$ cat config.mk
export PLATFORM = sky130hd
export DESIGN_NAME = midi_rx_parser_flat
export DESIGN_NICKNAME = d
export VERILOG_FILES = /design/src/rtl/midi_rx_parser_if.sv /design/src/rtl/midi_rx_parser.sv /design/src/flat_wrapper.sv
export SDC_FILE = /design/constraint.sdc
export NUM_CORES = 1
export LEC_CHECK = 0
export CORE_ASPECT_RATIO = 0.9
export CORE_MARGIN = 2
export CORE_UTILIZATION = 57
export CTS_BUF_LIST = sky130_fd_sc_hd__clkbuf_4 sky130_fd_sc_hd__clkbuf_8
export DETAILED_ROUTE_END_ITERATION = 8
export GPL_TIMING_DRIVEN = 1
export HOLD_SLACK_MARGIN = 0.02
export PLACE_DENSITY = 0.88
export SLEW_MARGIN = 20
export SYNTH_ARGS = -nofsm -noshare
export SYNTH_HDL_FRONTEND = slang
export SYNTH_SLANG_ARGS = --single-unit
$ cat constraint.sdc
create_clock -name clk -period 4.8 [get_ports clk]
set_input_delay 0.72 -clock clk [delete_from_list [all_inputs] [get_ports clk]]
set_output_delay 0.72 -clock clk [all_outputs]
set_load 0.005 [all_outputs]
$ cat src/rtl/midi_rx_parser_if.sv
// Bundle of the UART byte feed, Wishbone slave signals and interrupt for midi_rx_parser.
// The master side feeds bytes and issues bus cycles; the slave side is the parser.
interface midi_rx_parser_if;
  logic [7:0] rx_data;
  logic       rx_valid;
  logic [7:0] wb_addr_i;
  logic [7:0] wb_dat_i;
  logic [7:0] wb_dat_o;
  logic       wb_we_i;
  logic       wb_stb_i;
  logic       wb_ack_o;
  logic       irq_o;

  modport master (
    output rx_data, rx_valid, wb_addr_i, wb_dat_i, wb_we_i, wb_stb_i,
    input  wb_dat_o, wb_ack_o, irq_o
  );

  modport slave (
    input  rx_data, rx_valid, wb_addr_i, wb_dat_i, wb_we_i, wb_stb_i,
    output wb_dat_o, wb_ack_o, irq_o
  );
endinterface

$ cat src/rtl/midi_rx_parser.sv
// MIDI byte-stream parser: assembles channel messages into a FIFO read through a Wishbone window.
// Define MIDI_RX_RUNNING_STATUS_EN to let bare data bytes reuse the last channel status.
module midi_rx_parser #(
  parameter logic [7:0]  BASE_ADDR = 8'h00,
  parameter int unsigned FIFO_AW   = 3
) (
  input logic             clk,
  input logic             rst,
  midi_rx_parser_if.slave bus
);
  localparam int unsigned DEPTH = 1 << FIFO_AW;
  localparam int unsigned CW    = FIFO_AW + 1;
  localparam int unsigned MW    = 24;

  localparam logic [1:0] IDLE    = 2'd0;
  localparam logic [1:0] WAIT_D1 = 2'd1;
  localparam logic [1:0] WAIT_D2 = 2'd2;
  localparam logic [1:0] SYSEX   = 2'd3;

  logic [1:0]    state_q, state_d;
  logic [7:0]    status_q, status_d;
  logic [7:0]    d1_q, d1_d;
  logic          push_c;
  logic [MW-1:0] msg_c;

  logic [7:0] rx_b;
  logic       rx_v;
  logic       is_rt_c;
  logic       two_byte_c;
  logic       take_d1_c;

  assign rx_b       = bus.rx_data;
  assign rx_v       = bus.rx_valid;
  assign is_rt_c    = (rx_b[7:3] == 5'b11111);
  assign two_byte_c = (status_q[7:5] == 3'b110);

`ifdef MIDI_RX_RUNNING_STATUS_EN
  logic rs_valid_q, rs_valid_d;
  assign take_d1_c = (state_q == WAIT_D1) || ((state_q == IDLE) && rs_valid_q);
`else
  assign take_d1_c = (state_q == WAIT_D1);
`endif

  // Byte classification and message assembly; realtime bytes never disturb the parse
  always_comb begin
    state_d  = state_q;
    status_d = status_q;
    d1_d     = d1_q;
`ifdef MIDI_RX_RUNNING_STATUS_EN
    rs_valid_d = rs_valid_q;
`endif
    push_c = 1'b0;
    msg_c  = '0;
    if (rx_v && !is_rt_c) begin
      if (rx_b[7:4] == 4'hF) begin
        state_d = (rx_b == 8'hF0) ? SYSEX : IDLE;
`ifdef MIDI_RX_RUNNING_STATUS_EN
        rs_valid_d = 1'b0;
`endif
      end else if (rx_b[7]) begin
        status_d = rx_b;
        state_d  = WAIT_D1;
`ifdef MIDI_RX_RUNNING_STATUS_EN
        rs_valid_d = 1'b1;
`endif
      end else if (take_d1_c) begin
        if (two_byte_c) begin
          push_c  = 1'b1;
          msg_c   = {status_q, rx_b, 8'h00};
          state_d = IDLE;
        end else begin
          d1_d    = rx_b;
          state_d = WAIT_D2;
        end
      end else if (state_q == WAIT_D2) begin
        push_c  = 1'b1;
        msg_c   = {status_q, d1_q, rx_b};
        state_d = IDLE;
      end
    end
  end

  always_ff @(posedge clk) begin
    if (rst) begin
      state_q  <= IDLE;
      status_q <= 8'h00;
      d1_q     <= 8'h00;
`ifdef MIDI_RX_RUNNING_STATUS_EN
      rs_valid_q <= 1'b0;
`endif
    end else begin
      state_q  <= state_d;
      status_q <= status_d;
      d1_q     <= d1_d;
`ifdef MIDI_RX_RUNNING_STATUS_EN
      rs_valid_q <= rs_valid_d;
`endif
    end
  end

  // Wishbone decode
  logic       ack_q;
  logic [7:0] dat_q;
  logic       irq_q;
  logic       req_c, wr_c, in_win_c;
  logic [8:0] off_full_c;
  logic [3:0] off_c;
  logic [7:0] rd_data_c;

  assign req_c      = bus.wb_stb_i & ~ack_q;
  assign off_full_c = {1'b0, bus.wb_addr_i} - {1'b0, BASE_ADDR};
  assign in_win_c   = ~off_full_c[8] & (off_full_c[7:0] <= 8'd8);
  assign off_c      = off_full_c[3:0];
  assign wr_c       = req_c & bus.wb_we_i & in_win_c;

  // Message FIFO
  logic [MW-1:0]      mem_q [DEPTH];
  logic [FIFO_AW-1:0] wr_ptr_q, rd_ptr_q;
  logic [CW-1:0]      count_q;
  logic               full_c, nempty_c, pop_c, keep_c, push_ok_c, ovf_set_c;
  logic [MW-1:0]      head_c;
  logic [15:0]        chan_mask_q;
  logic               rt_q, ovf_q;
  logic [7:0]         realtime_q;

  assign full_c    = (count_q == CW'(DEPTH));
  assign nempty_c  = (count_q != '0);
  assign pop_c     = wr_c & (off_c == 4'd5) & nempty_c;
  assign keep_c    = chan_mask_q[msg_c[19:16]];
  // A same-cycle pop frees the slot the push needs
  assign push_ok_c = push_c & keep_c & (~full_c | pop_c);
  assign ovf_set_c = push_c & keep_c & full_c & ~pop_c;
  assign head_c    = nempty_c ? mem_q[rd_ptr_q] : '0;

  always_ff @(posedge clk) begin
    if (push_ok_c) mem_q[wr_ptr_q] <= msg_c;
  end

  always_ff @(posedge clk) begin
    if (rst) begin
      wr_ptr_q <= '0;
      rd_ptr_q <= '0;
      count_q  <= '0;
    end else begin
      if (push_ok_c) wr_ptr_q <= wr_ptr_q + FIFO_AW'(1);
      if (pop_c)     rd_ptr_q <= rd_ptr_q + FIFO_AW'(1);
      count_q <= count_q + CW'(push_ok_c) - CW'(pop_c);
    end
  end

  // Sticky flags: a set in the same cycle outranks a write-one-to-clear
  always_ff @(posedge clk) begin
    if (rst) begin
      rt_q        <= 1'b0;
      ovf_q       <= 1'b0;
      realtime_q  <= 8'h00;
      chan_mask_q <= 16'hFFFF;
    end else begin
      if (rx_v && is_rt_c) begin
        rt_q       <= 1'b1;
        realtime_q <= rx_b;
      end else if (wr_c && off_c == 4'd0 && bus.wb_dat_i[3]) begin
        rt_q <= 1'b0;
      end
      if (ovf_set_c) ovf_q <= 1'b1;
      else if (wr_c && off_c == 4'd0 && bus.wb_dat_i[2]) ovf_q <= 1'b0;
      if (wr_c && off_c == 4'd7) chan_mask_q[7:0]  <= bus.wb_dat_i;
      if (wr_c && off_c == 4'd8) chan_mask_q[15:8] <= bus.wb_dat_i;
    end
  end

  always_comb begin
    rd_data_c = 8'h00;
    if (in_win_c) begin
      case (off_c)
        4'd0:    rd_data_c = {4'b0000, rt_q, ovf_q, full_c, nempty_c};
        4'd1:    rd_data_c = realtime_q;
        4'd2:    rd_data_c = head_c[23:16];
        4'd3:    rd_data_c = head_c[15:8];
        4'd4:    rd_data_c = head_c[7:0];
        4'd6:    rd_data_c = 8'(count_q);
        4'd7:    rd_data_c = chan_mask_q[7:0];
        4'd8:    rd_data_c = chan_mask_q[15:8];
        default: rd_data_c = 8'h00;
      endcase
    end
  end

  always_ff @(posedge clk) begin
    if (rst) begin
      ack_q <= 1'b0;
      dat_q <= 8'h00;
      irq_q <= 1'b0;
    end else begin
      ack_q <= req_c;
      dat_q <= req_c ? rd_data_c : 8'h00;
      irq_q <= nempty_c | rt_q;
    end
  end

  assign bus.wb_ack_o = ack_q;
  assign bus.wb_dat_o = dat_q;
  assign bus.irq_o    = irq_q;
endmodule

$ cat src/flat_wrapper.sv
// flat-port wrapper written by rule: the top's interface ports become plain ports
module midi_rx_parser_flat 
#(
  parameter logic [7:0]  BASE_ADDR = 8'h00,
  parameter int unsigned FIFO_AW   = 3
)
  (clk, rst, bus_rx_data, bus_rx_valid, bus_wb_addr_i, bus_wb_dat_i, bus_wb_we_i, bus_wb_stb_i, bus_wb_dat_o, bus_wb_ack_o, bus_irq_o);
  midi_rx_parser_if bus_i ();
  input logic clk;
  input logic rst;
  input wire logic [$bits(bus_i.rx_data)-1:0] bus_rx_data;
  input wire logic [$bits(bus_i.rx_valid)-1:0] bus_rx_valid;
  input wire logic [$bits(bus_i.wb_addr_i)-1:0] bus_wb_addr_i;
  input wire logic [$bits(bus_i.wb_dat_i)-1:0] bus_wb_dat_i;
  input wire logic [$bits(bus_i.wb_we_i)-1:0] bus_wb_we_i;
  input wire logic [$bits(bus_i.wb_stb_i)-1:0] bus_wb_stb_i;
  output wire logic [$bits(bus_i.wb_dat_o)-1:0] bus_wb_dat_o;
  output wire logic [$bits(bus_i.wb_ack_o)-1:0] bus_wb_ack_o;
  output wire logic [$bits(bus_i.irq_o)-1:0] bus_irq_o;
  assign bus_i.rx_data = bus_rx_data;
  assign bus_i.rx_valid = bus_rx_valid;
  assign bus_i.wb_addr_i = bus_wb_addr_i;
  assign bus_i.wb_dat_i = bus_wb_dat_i;
  assign bus_i.wb_we_i = bus_wb_we_i;
  assign bus_i.wb_stb_i = bus_wb_stb_i;
  assign bus_wb_dat_o = bus_i.wb_dat_o;
  assign bus_wb_ack_o = bus_i.wb_ack_o;
  assign bus_irq_o = bus_i.irq_o;
  midi_rx_parser #(.BASE_ADDR(BASE_ADDR), .FIFO_AW(FIFO_AW)) u_core (.clk(clk), .rst(rst), .bus(bus_i));
endmodule
=== Word-level counts from Yosys, hierarchy flattened ===
Memories as Yosys holds them, arrays and structs flattened. A register that Yosys moved wholly into a read port is not among the register bits.
Index checks and enable logic that the tools add are counted.

* Register bits: 63
* Bits in writable memories: 192
* Bits of input ports: 29
* Output and inout bits: 10
* Logic and storage cells: 102
* Memories: 1

{| class="wikitable"
|+ Memories
! name !! words !! bits a word !! read ports !! clocked after memory_dff !! wr ports !! line !! text
|-
| u_core.mem_q || 8 || 24 || 1 || 1 || 1 || midi_rx_parser.sv:117 || <nowiki>logic [MW-1:0] mem_q [DEPTH];</nowiki>
|}

* $add $sub $neg: 4
* $lt $le $gt $ge: 2
* Equal/unequal tests: 15
* Multiplexer cells: 30
* Bitwise operators: 19
* Reduce and logical (&&, ||, !) cells: 17

{| class="wikitable"
|+ Operators by type and width
! cell !! count
|-
| $mux W24 || 7
|-
| $pmux W8 S8 || 1
|-
| $eq A4 B3 Y1 const B || 4
|-
| $mux W1 || 13
|-
| $eq A4 B4 Y1 const B || 3
|-
| $mux W2 || 6
|-
| $and A1 B1 Y1 || 9
|-
| $eq A4 B2 Y1 const B || 2
|-
| $eq A8 B8 Y1 const B || 1
|-
| $le A8 B4 Y1 const B || 1
|-
| $not A1 Y1 || 8
|-
| $reduce_bool A4 Y1 || 2
|-
| $logic_and A1 B1 Y1 || 7
|-
| $add A3 B1 Y3 const B || 2
|-
| $mux W3 || 2
|-
| $eq A5 B5 Y1 const B || 1
|-
| $lt A4 B5 Y1 const B || 1
|-
| $reduce_and A5 Y1 || 1
|-
| $add A4 B1 Y4 || 1
|-
| $bmux W1 S4 || 1
|-
| $eq A4 B1 Y1 const B || 1
|-
| $logic_not A4 Y1 || 1
|-
| $reduce_bool A2 Y1 || 2
|-
| $sub A4 B1 Y4 || 1
|-
| 8 further kinds || 9
|}

=== Logic depth before layout (Yosys ltp) ===
* Depth after elaboration: 12
* Depth in mapped cells: 12

=== Worst setup path after synthesis ===
OpenSTA, ideal clock, no wires.

* Path type: input to register
* From: in bus_wb_addr_i[2]
* To: mem u_core.mem_q[7][0] (enable)
* Setup time: 0.465 ns
* Arrival: 4.108 ns
* Data required time: 4.335 ns
* Path slack: 0.227 ns
* Cell stages on the path: 6
* Cell sequence: clkbuf_1 > nor4bb_1 > and4b_1 > clkbuf_2 > o211ai_1 > nor4b_1

* Cells in the longest elaborated chain, start to end: 8
* Elaborated cells on any way between the ends: 9
* Those cells by class: order compare (1); eq/ne (1); mux (2); bitwise (5)

{| class="wikitable"
|+ RTL lines
! element !! line !! text
|-
| start: declaration || flat_wrapper.sv:13 || <nowiki>input wire logic [$bits(bus_i.wb_addr_i)-1:0] bus_wb_addr_i;</nowiki>
|-
| $le A8 B4 Y1 || midi_rx_parser.sv:112 || <nowiki>assign in_win_c = ~off_full_c[8] & (off_full_c[7:0] <= 8'd8);</nowiki>
|-
| $and A1 B1 Y1 || midi_rx_parser.sv:114 || <nowiki>assign wr_c = req_c & bus.wb_we_i & in_win_c;</nowiki>
|-
| $and A1 B1 Y1 (*) (2 in series) || midi_rx_parser.sv:128 || <nowiki>assign pop_c = wr_c & (off_c == 4'd5) & nempty_c;</nowiki>
|-
| $or A1 B1 Y1 (*) || midi_rx_parser.sv:131 || <nowiki>assign push_ok_c = push_c & keep_c & (~full_c | pop_c);</nowiki>
|-
| $and A1 B1 Y1 (*) || midi_rx_parser.sv:131 ||
|-
| $mux W1 (*) || midi_rx_parser.sv:136 || <nowiki>if (push_ok_c) mem_q[wr_ptr_q] <= msg_c;</nowiki>
|-
| $mux W1 (implied by the code) (*) || midi_rx_parser.sv:136 ||
|-
| end: declaration || midi_rx_parser.sv:117 ||
|}

Every way passes the cells marked *; elsewhere a longest branch is shown, timed or not.

=== Worst setup path in the final report ===
* From: in bus_wb_addr_i[0]
* To: mem u_core.mem_q[1][19] (enable)

* Cells in the longest elaborated chain, start to end: 8
* Elaborated cells on any way between the ends: 9
* Those cells by class: order compare (1); eq/ne (1); mux (2); bitwise (5)

{| class="wikitable"
|+ RTL lines
! element !! line !! text
|-
| $le A8 B4 Y1 || midi_rx_parser.sv:112 ||
|-
| $and A1 B1 Y1 || midi_rx_parser.sv:114 ||
|-
| $and A1 B1 Y1 (*) (2 in series) || midi_rx_parser.sv:128 ||
|-
| $or A1 B1 Y1 (*) || midi_rx_parser.sv:131 ||
|-
| $and A1 B1 Y1 (*) || midi_rx_parser.sv:131 ||
|-
| net u_core.push_ok_c || midi_rx_parser.sv:120 || <nowiki>logic full_c, nempty_c, pop_c, keep_c, push_ok_c, ovf_set_c;</nowiki>
|-
| $mux W1 (*) || midi_rx_parser.sv:136 ||
|-
| $mux W1 (implied by the code) (*) || midi_rx_parser.sv:136 ||
|}

Mark *: on every way through the listed nets, which the timed path passes. The rest lies on a longest branch.

==> flow_summary.yaml <==
setup_path:
  r2r-start: "u_core.count_q[2]"
  worst_r2r_path_depth: 10
  worstReg2RegEnd: "u_core.count_q[1]"
  r2r_slack_ns: 1.69
  path_delay_family: "simple AND/OR/NAND/NOR gates"
  end_kind: "flop"
  crit_path_top_delay_cell: "clkdlybuf4s50_1"
  crit_buf_inv: 1
  critPathMaxFanout: 22
  crit_path_start_kind: "primary input"
  arrival_ns: 3.75
  critPathKind: "in -> reg"
  crit_chain: "clkdlybuf4s50_1 > nor4bb_1 > and4b_1 > o211ai_1 > nor2_4 > and4bb_2"
  slowest_delay_ns: 0.80
  required_ns: 4.95
detailed_routing:
  via_count: 5968
  drc: 0
  firstDrtPassIters: 5
  viasPerCell: 6.24
  m1WireLength_mm: 8.60
  ant_nets: 0
  met3_length_mm: 1.98
  wl_met2_mm: 10.7
  wl_per_cell_um: 23.1
  routed.top_layer: "met4"
  drt_iter0_markers: 767
  wl_mm: 22.1
grt:
  antenna_found_initial: 0
  grt_overflow: 0
  grtUsageTotal: 0.244
  grt_pass1_vias: 5905
  grt_pass1_wl_mm: 33.6
  grt_max_degree: 59
die:
  ios: 39
  initial_core_util: 0.575
  die_w_um: 144
  std_cell_rows: 46
  die_height_um: 130
  dieArea_mm2: 0.0187
  coreArea_mm2: 0.0174
timing:
  fmax_mhz: 278
  fin_skew_ns: 0.0361
  finalHoldViolations: 0
  rsz0062_at_grt: "false"
  worst_slew_pin_slew_ns: 1.06
  min_period_over_period: 0.751
  slew_headroom: 0.291
  fin_crit_ns: 3.60
  slew_violations: 0
  setup_tns_ns: 0
  setup_violations: 0
  whs_ns: 0.453
finish:
  final_common_cell: "edfxtp_1"
  nets: 725
  syn_to_final_growth_pct: 14.4
  final_cell_mix: "edfxtp_1 (176), dfxtp_1 (64), nor2_1 (51), mux4_2 (45), clkbuf_8 (44)"
  insertedDiodeCount: 0
  drive_gt1_frac: 0.194
cts:
  clkLatencyLatePin_ns: 0.54
  htreeDepth: 2
  cts.sinks: 242
  cts_root_buf: "clkbuf_8"
  ctsLongestPathBuffers: 3
  post_cts_resized: 0
  path_clk_slew_ns: 0.07
  post_cts_buffers: 0
  cts_buffers: 38
  holdBufCountCts: 0
  cts_tree: "done"
placement:
  gp_congestion: 0.924
  numPortBuffers: 38
  place_hpwl_mm: 13.7
outcome:
  status: "complete, no violations"
hold_path:
  hold_class: "reg -> reg"
  hp-start: "u_core.realtime_q[3]"
  holdPathEnd: "u_core.realtime_q[3]"
  whs_path_depth: 2
power:
  power.density_mw_per_mm2: 358
  p_leak_nw: 3.90
  peakVddDrop_mv: 0.350
synth:
  synth_fp_nets: 670
  ys.flop_type: "edfxtp_1"
  yosysWarnings: 0
  yosysUniqueCellTypes: 60
  synth-seq-cells: 242
  yosysSeqAreaShare: 0.658
  syn_area_per_cell_um2: 15.9
  synth_edf_count: 176
  async_flop_share: 0
  syn-cell-area_mm2: 0.0100
  synthCells: 632
job:
  drv_cap: 0
[report_power, final]
| part | internal, mW | switching, mW | leakage (nW) |
|---|---|---|---|
| Clock | 0.998 | 0.784 | 0.414 |
| Combinational | 0.0429 | 0.0549 | 1.12 |
| Sequential | 2.22 | 0.00884 | 2.37 |
[state kept, by name (all words and copies together), names as in the netlist, named ones only]
| register | cells |
|---|---|
| u_core.count_q | 4 |
| u_core.d1_q | 7 |
| u_core.bus.wb_ack_o | 1 |
| u_core.wr_ptr_q | 3 |
| u_core.rd_ptr_q | 3 |
| u_core.state_q | 2 |
| u_core.chan_mask_q | 16 |
| u_core.bus.wb_dat_o | 8 |
| u_core.ovf_q | 1 |
| u_core.mem_q | 176 |
| u_core.bus.irq_o | 1 |
| u_core.realtime_q | 8 |
| u_core.rt_q | 1 |
| u_core.status_q | 8 |
[how the worst max path moves through the flow]
stage | from | to | cells past startpoint
finish | bus_wb_addr_i[0] | u_core.mem_q[1][19] | 6
global route | bus_wb_addr_i[0] | u_core.count_q[2] | 10
CTS | bus_wb_addr_i[0] | u_core.mem_q[1][19] | 6
detailed placement | bus_wb_addr_i[0] | u_core.mem_q[1][12] | 6
global placement | bus_wb_addr_i[0] | u_core.mem_q[1][5] | 6
floorplan | bus_wb_addr_i[2] | u_core.mem_q[7][0] | 6
[worst min-delay path, stage by stage, from the launching register on]
cell     delay, ns
dfxtp_1       0.31
inv_1         0.05
a21oi_1       0.05
[cell families after synthesis]
kind of cell	synth area share
AOI/OAI and AO/OA	0.0642
xor gates and xnor gates	0.00437
adders and majority gates	0.0120
buffers and inverters	0.0207
DFF	0.658
muxes	0.156
and+or+nand+nor	0.0845
[synthesized netlist by cell type (3+ instances only)]
library cell,count,area share
a211o_1,16,0.014
a21o_1,3,0.0022
a21oi_1,22,0.011
a22o_1,12,0.010
a22oi_1,6,0.0045
and2_1,14,0.0087
and4_1,3,0.0026
and4b_1,3,0.0030
buf_1,4,0.0015
buf_2,12,0.0060
clkbuf_1,16,0.0060
dfxtp_1,66,0.13
edfxtp_1,176,0.53
ha_1,8,0.010
inv_1,15,0.0056
mux2_2,4,0.0045
mux2i_1,41,0.041
mux4_1,3,0.0079
mux4_2,45,0.10
nand2_1,14,0.0052
nand2b_1,4,0.0025
nand3_1,6,0.0030
nand4_1,3,0.0019
nor2_1,51,0.019
nor2b_1,23,0.014
nor4_1,3,0.0019
nor4bb_1,3,0.0030
o21ai_0,8,0.0040
o22ai_1,7,0.0044
xor2_1,3,0.0026
[area by class of cell]
| type | instances | area (µm²) |
|---|---|---|
| Timing Repair Buffer | 49 | 470 |
| Multi-Input combinational cell | 341 | 3260 |
| Tap cell | 240 | 300 |
| Clock buffer | 58 | 711 |
| Clock inverter | 11 | 73.8 |
| Fill cell | 1104 | 5960 |
| Inverter | 15 | 56.3 |
| Sequential cell | 242 | 6610 |
[stage by stage]
| stage | util | worst slack (ns) | std cells | instance area [µm²] | power (mW) |
|---|---|---|---|---|---|
| after global routing | 0.658 | 1.06 | 956 | 11500 | 4.21 |
| after floorplan | - | 0.227 | 632 | 10000 | 2.32 |
| after global placement | 0.613 | 0.969 | 887 | 10700 | 2.36 |
| after CTS | 0.658 | 1.28 | 956 | 11500 | 4.12 |
| after detailed placement | 0.613 | 0.857 | 887 | 10700 | 2.37 |
| final | 0.658 | 1.20 | 956 | 11500 | 4.11 |
[layer usage]
metal / vias to the layer above / GRT usage
met2: 319 / 0.392
met5: - / 0
met3: 72 / 0.0543
li1: 2582 / -
met1: 2995 / 0.326
met4: 0 / 0.106
No activity file was read; power rests on OpenSTA's default activity.
